`src/rtl/continuous_monitoring_system_pkg.sv`:
```
// rtl/continuous_monitoring_system_pkg.sv - shared types and constants for the trace filter
package continuous_monitoring_system_pkg;

  localparam int RISC_V_INSTRUCTION_WIDTH            = 32;
  localparam int PERFORMANCE_EVENT_MOD_COUNTER_WIDTH = 16;
  localparam int CLASS_MASK_WIDTH                    = 5;

  typedef enum logic [2:0] {
    NONE      = 3'd0,
    BRANCH    = 3'd1,
    JUMP      = 3'd2,
    WFI       = 3'd3,
    TRAP      = 3'd4,
    INTERRUPT = 3'd5
  } trace_event_class_e;

  localparam int CLASS_BIT_BRANCH    = 0;
  localparam int CLASS_BIT_JUMP      = 1;
  localparam int CLASS_BIT_WFI       = 2;
  localparam int CLASS_BIT_TRAP      = 3;
  localparam int CLASS_BIT_INTERRUPT = 4;

  localparam logic [6:0]  OPCODE_BRANCH = 7'b1100011;
  localparam logic [6:0]  OPCODE_JAL    = 7'b1101111;
  localparam logic [6:0]  OPCODE_JALR   = 7'b1100111;
  localparam logic [31:0] WFI_ENCODING  = 32'h10500073;

endpackage

```
`src/rtl/trace_instr_classifier.sv`:
```
// rtl/trace_instr_classifier.sv - decodes a retired instruction into a branch/jump/WFI one-hot
module trace_instr_classifier
  import continuous_monitoring_system_pkg::*;
#(
  parameter int INSTR_WIDTH = RISC_V_INSTRUCTION_WIDTH
) (
  input  logic [INSTR_WIDTH-1:0] instr,
  output logic [2:0]             class_onehot
);

  localparam logic [INSTR_WIDTH-1:0] WFI_WORD = INSTR_WIDTH'(WFI_ENCODING);

  logic [6:0] opcode;
  assign opcode = instr[6:0];

  assign class_onehot[0] = (opcode == OPCODE_BRANCH);
  assign class_onehot[1] = (opcode == OPCODE_JAL) || (opcode == OPCODE_JALR);
  assign class_onehot[2] = (instr == WFI_WORD);

endmodule

```
`src/rtl/multi_event_trace_filter.sv`:
```
// rtl/multi_event_trace_filter.sv - programmable event-windowed trace filter
// Optional statistics counters: TRACE_FILTER_STATS_EN.
module multi_event_trace_filter
  import continuous_monitoring_system_pkg::*;
#(
  parameter int                      INSTR_WIDTH        = RISC_V_INSTRUCTION_WIDTH,
  parameter int                      COUNTER_WIDTH      = PERFORMANCE_EVENT_MOD_COUNTER_WIDTH,
  parameter int                      WINDOW_WIDTH       = 4,
  parameter int                      STAT_WIDTH         = 32,
  parameter logic [4:0]              DEFAULT_CLASS_MASK = 5'b10011,
  parameter logic [WINDOW_WIDTH-1:0] DEFAULT_WINDOW_LEN = WINDOW_WIDTH'(1)
) (
  input  logic                     clk,
  input  logic                     rst_n,
  input  logic                     pc_valid,
  input  logic [INSTR_WIDTH-1:0]   next_instr,
  input  logic [COUNTER_WIDTH-1:0] trap_counter,
  input  logic [COUNTER_WIDTH-1:0] interrupt_counter,
  input  logic                     cfg_load,
  input  logic [4:0]               cfg_class_mask,
  input  logic [WINDOW_WIDTH-1:0]  cfg_window_len,
  input  logic                     cfg_keep_event,
  output logic                     drop_instr,
  output logic [2:0]               send_reason,
  output logic [STAT_WIDTH-1:0]    sent_count,
  output logic [STAT_WIDTH-1:0]    dropped_count
);

  logic [4:0]               class_mask_q;
  logic [WINDOW_WIDTH-1:0]  window_len_q;
  logic                     keep_event_q;
  logic [WINDOW_WIDTH-1:0]  window_cnt_q;
  trace_event_class_e       reason_q;
  logic                     primed_q;
  logic [COUNTER_WIDTH-1:0] prev_trap_q;
  logic [COUNTER_WIDTH-1:0] prev_intr_q;

  logic [2:0]         instr_class;
  logic               branch_hit, jump_hit, wfi_hit, class_hit;
  logic               trap_hit, intr_hit, any_event;
  logic               window_open, keep;
  trace_event_class_e event_class, instr_reason, send_reason_e;

  trace_instr_classifier #(
    .INSTR_WIDTH (INSTR_WIDTH)
  ) u_classifier (
    .instr        (next_instr),
    .class_onehot (instr_class)
  );

  assign branch_hit = instr_class[0] & class_mask_q[CLASS_BIT_BRANCH];
  assign jump_hit   = instr_class[1] & class_mask_q[CLASS_BIT_JUMP];
  assign wfi_hit    = instr_class[2] & class_mask_q[CLASS_BIT_WFI];
  assign class_hit  = branch_hit | jump_hit | wfi_hit;

  // Counter events are suppressed until the previous-value registers are primed.
  assign trap_hit = primed_q & (trap_counter != prev_trap_q) & class_mask_q[CLASS_BIT_TRAP];
  assign intr_hit = primed_q & (interrupt_counter != prev_intr_q) & class_mask_q[CLASS_BIT_INTERRUPT];

  assign any_event   = (pc_valid & class_hit) | trap_hit | intr_hit;
  assign window_open = (window_cnt_q != '0);
  assign keep        = window_open | (keep_event_q & class_hit);
  assign drop_instr  = pc_valid & ~keep & rst_n;

  always_comb begin
    event_class = NONE;
    if (intr_hit)                   event_class = INTERRUPT;
    else if (trap_hit)              event_class = TRAP;
    else if (pc_valid && jump_hit)  event_class = JUMP;
    else if (pc_valid && branch_hit) event_class = BRANCH;
    else if (pc_valid && wfi_hit)   event_class = WFI;
  end

  always_comb begin
    instr_reason = NONE;
    if (jump_hit)        instr_reason = JUMP;
    else if (branch_hit) instr_reason = BRANCH;
    else if (wfi_hit)    instr_reason = WFI;
  end

  // An instruction kept only by keep_event reports its own class.
  always_comb begin
    send_reason_e = NONE;
    if (rst_n && pc_valid && keep) begin
      send_reason_e = window_open ? reason_q : instr_reason;
    end
  end
  assign send_reason = send_reason_e;

  always_ff @(posedge clk or negedge rst_n) begin
    if (!rst_n) begin
      class_mask_q <= DEFAULT_CLASS_MASK;
      window_len_q <= DEFAULT_WINDOW_LEN;
      keep_event_q <= 1'b0;
      window_cnt_q <= '0;
      reason_q     <= NONE;
      primed_q     <= 1'b0;
      prev_trap_q  <= '0;
      prev_intr_q  <= '0;
    end else begin
      if (cfg_load) begin
        class_mask_q <= cfg_class_mask;
        window_len_q <= cfg_window_len;
        keep_event_q <= cfg_keep_event;
      end
      primed_q    <= 1'b1;
      prev_trap_q <= trap_counter;
      prev_intr_q <= interrupt_counter;
      if (any_event) begin
        window_cnt_q <= window_len_q;
        reason_q     <= event_class;
      end else if (pc_valid && window_open) begin
        window_cnt_q <= window_cnt_q - {{(WINDOW_WIDTH-1){1'b0}}, 1'b1};
      end
    end
  end

`ifdef TRACE_FILTER_STATS_EN
  localparam logic [STAT_WIDTH-1:0] STAT_ONE = {{(STAT_WIDTH-1){1'b0}}, 1'b1};

  logic [STAT_WIDTH-1:0] sent_q;
  logic [STAT_WIDTH-1:0] dropped_q;

  always_ff @(posedge clk or negedge rst_n) begin
    if (!rst_n) begin
      sent_q    <= '0;
      dropped_q <= '0;
    end else if (pc_valid) begin
      if (keep) begin
        if (sent_q != '1) sent_q <= sent_q + STAT_ONE;
      end else begin
        if (dropped_q != '1) dropped_q <= dropped_q + STAT_ONE;
      end
    end
  end

  assign sent_count    = sent_q;
  assign dropped_count = dropped_q;
`else
  assign sent_count    = '0;
  assign dropped_count = '0;
`endif

endmodule

```
`config.mk`:
```
export PLATFORM = sky130hd
export DESIGN_NAME = multi_event_trace_filter
export DESIGN_NICKNAME = d
export VERILOG_FILES = /design/src/rtl/continuous_monitoring_system_pkg.sv /design/src/rtl/trace_instr_classifier.sv /design/src/rtl/multi_event_trace_filter.sv
export SDC_FILE = /design/constraint.sdc
export NUM_CORES = 1
export LEC_CHECK = 0
export BUFFER_PORTS_ARGS = -buffer_cell sky130_fd_sc_hd__buf_2
export CELL_PAD_IN_SITES_DETAIL_PLACEMENT = 1
export CELL_PAD_IN_SITES_GLOBAL_PLACEMENT = 2
export CORE_ASPECT_RATIO = 0.6
export CORE_MARGIN = 10
export CORE_UTILIZATION = 28
export DETAILED_ROUTE_END_ITERATION = 16
export GPL_ROUTABILITY_DRIVEN = 1
export GPL_TIMING_DRIVEN = 0
export PLACE_DENSITY = 0.9
export SYNTH_ARGS = -nofsm -noshare
export SYNTH_HDL_FRONTEND = slang
export SYNTH_SLANG_ARGS = --single-unit
```
`constraint.sdc`:
```
create_clock -name clk -period 4 [get_ports clk]
set_clock_uncertainty 0.1 [all_clocks]
set_input_delay 0 -clock clk [delete_from_list [all_inputs] [get_ports clk]]
set_output_delay 0 -clock clk [all_outputs]
set_load 0.01 [all_outputs]
```
==> run summary <==
Wire length on met1 - 2850 um
EDFF count, synth - 0
Worst setup path class - in -> out
Share of cells above drive strength 1 - 0.435
I/O pins - 146
Post-synth cell types - 37
Num CTS Buffers - 5
Final WL - 7840 um
# DRC - 0
Syn. warnings - 0
Clk slew on worst S/H paths - 0.07 ns
Core Area - 9290 um^2
Die Height - 96.0 um
Min Clock Period, post-route - 2.21 ns
Placed insts - 499
Post-DP HPWL - 6070 um
CP max stage delay - 0.85 ns
PwrDens - 341 nW/um^2
Routed vias - 2,087
Synth Register Bits - 50
Maximum clock frequency - 452 MHz
Period utilisation layout - 0.554
CP required - 3.90 ns
Top sig layer - met4
Design area - 4110 um^2
Total grt overflow - 0
Worst Tran Pin Value - 1.12 ns
Gr usage total - 0.107
Met3 wire length - 310 um
Fin nets - 499
Post-CTS Setup Inserts - 0
Most frequent cells in the layout - buf_2, conb_1, buf_4
Crit end category - primary output
Mapped cell area - 2700 um^2
Chip Width - 147 um
Worst-path fanout max - 51
Met2 WL - 4650 um
Setup violations, final - 0
Clock Root Buffer - clkbuf_16
Kind of cell adding the most delay to the critical path - buffers and inverters
Max Cap Viol - 0
RD Place Congestion - 0.771
Register area share after synthesis - 0.465
CTS H-tree depth - 2
Clk Latency, worst-skew pair - 0.29 ns
Wire per inst - 14.2 um
Via density - 3.79
RSZ-0062 raised after global routing - no
Most used cell, CP - buf_2
Crit path cell chain - dlygate4sd3_1, buf_2, nand2_1, nor3b_1, buf_2
Ys async rst share - 1.00
Static Leakage - 2.10 nW
First-pass GRT wire length - 12,200 um
Rel. slew slack - 0.255
Post-cts resize count - 0
Post-route setup TNS - 0 ns
Slew Viols, Final - 0
Clock sinks - 50
Max stage delay cell, worst path - buf_2
DRT iter0 DRCs - 43
Area grow syn2layout - 52.2%
Router iterations before antenna repair - 4
Status - complete, no violations
Synth Flop Type - dfrtp_1
Startpoint Class - input port
Final cell count without fillers - 551
Commonest non-fill, non-tap cell in the layout - buf_2
Register area - 1260 um^2
Crit path arrival time - 2.11 ns
Placed cell areas - 3500 um^2
Die area - 14,100 um^2
Antenna violations before repair - 0
Maximum VDD drop - 0.175 mV
Vias in the first global route - 2,394
Final ANT Viol Nets - 0
CTS tree - yes
Largest net degree at the start of global routing - 52
Maximum root-to-sink buffer count - 2
Type of the worst min-delay path - in -> reg
Avg Inst Size Synth - 11.9 um^2
Initial core utilization - 0.291
Inserted Diodes - 0
Final Hold Vio Count - 0
Core Rows - 27
WP buf/inv - 3
Filler instances - 1,073
Area of the multi-input gates - 1190 um^2
Number of port buffers - 80
Post-Syn Instances - 226
## tightest hold or removal path, delay by kind of cell
kind	cells	cell delay, ns
AND/OR/NAND/NOR	4	0.28
buffers and inverters	1	0.11
## flip-flops by register name, summed over array words and instances (netlist names)
name / cells
class_mask_q: 5
window_cnt_q: 4
prev_trap_q: 16
prev_intr_q: 16
reason_q: 3
primed_q: 1
window_len_q: 4
keep_event_q: 1
## path summary, 6_finish.rpt
path	end	start	slack (ns)	cells past startpoint
worst max register to register	window_cnt_q[0]	prev_trap_q[1]	2.05	6
worst min-delay path	reason_q[0]	next_instr[4]	0.05	5
min in group asynchronous	prev_trap_q[0]	rst_n	0.38	2
worst max-delay path	send_reason[2]	rst_n	1.79	5
worst min register to register	reason_q[2]	reason_q[2]	0.40	1
max in group asynchronous	keep_event_q	rst_n	2.75	2
## synthesized netlist by cell type (3+ instances only)
master,number,area share
dfstp_2,4,0.039
nor4_4,3,0.024
nand3_1,7,0.013
nand2_1,8,0.011
nand4_1,3,0.0070
mux2_2,10,0.042
nor4_1,9,0.021
xor2_1,33,0.11
mux2_4,4,0.022
buf_4,64,0.18
dfrtp_1,46,0.43
## final cells by class
cell class / instances / area share
Clock buffer: 5 / 0.0305
Buffer: 65 / 0.118
Timing Repair Buffer: 124 / 0.205
Sequential cell: 50 / 0.306
Clock inverter: 3 / 0.0107
Multi-Input combinational cell: 172 / 0.289
Inverter: 2 / 0.00183
Tap cell: 130 / 0.0396
## kinds of logic after synthesis
| logic type | synth area share |
|---|---|
| and+or+nand+nor | 0.149 |
| other | 0.00278 |
| buffers and inverters | 0.182 |
| xor gates and xnor gates | 0.114 |
| muxes | 0.0640 |
| adders and majority gates | 0.00464 |
| AOI/OAI and AO/OA | 0.0185 |
| DFF | 0.465 |
## metal layers
metal  up-vias  GRT usage
li1       1021          -
met4         0     0.0174
met3         6     0.0333
met5         -          0
met2        44      0.215
met1      1016      0.110
## repair_timing
action | 4_1_cts | 5_1_grt
setup endpoints to repair | 0 | 0
hold buffers | 44 | 0
hold endpoints to repair | 89 | 0
## per-stage QoR
| stage | power (mW) | hold slack [ns] | utilization | setup slack, ns |
|---|---|---|---|---|
| 2_1_floorplan | 0.792 | -0.396 | - | 2.29 |
| 3_3_place_gp | 0.872 | 0.0325 | 0.377 | 2.05 |
| 3_5_place_dp | 0.882 | 0.0358 | 0.377 | 2.03 |
| 4_1_cts | 1.42 | 0.0417 | 0.442 | 1.67 |
| 5_1_grt | 1.49 | 0.0874 | 0.442 | 1.41 |
| 6_report | 1.40 | 0.0456 | 0.442 | 1.79 |
## report_power, final
part           total [mW]  internal [mW]  leakage (nW)  switching, mW
Sequential          0.590          0.557         0.578         0.0328
Combinational       0.323          0.181          1.44          0.141
Clock               0.490          0.296        0.0842          0.193
Total                1.40           1.03          2.10          0.367
Power figures use the tool's default switching activity.
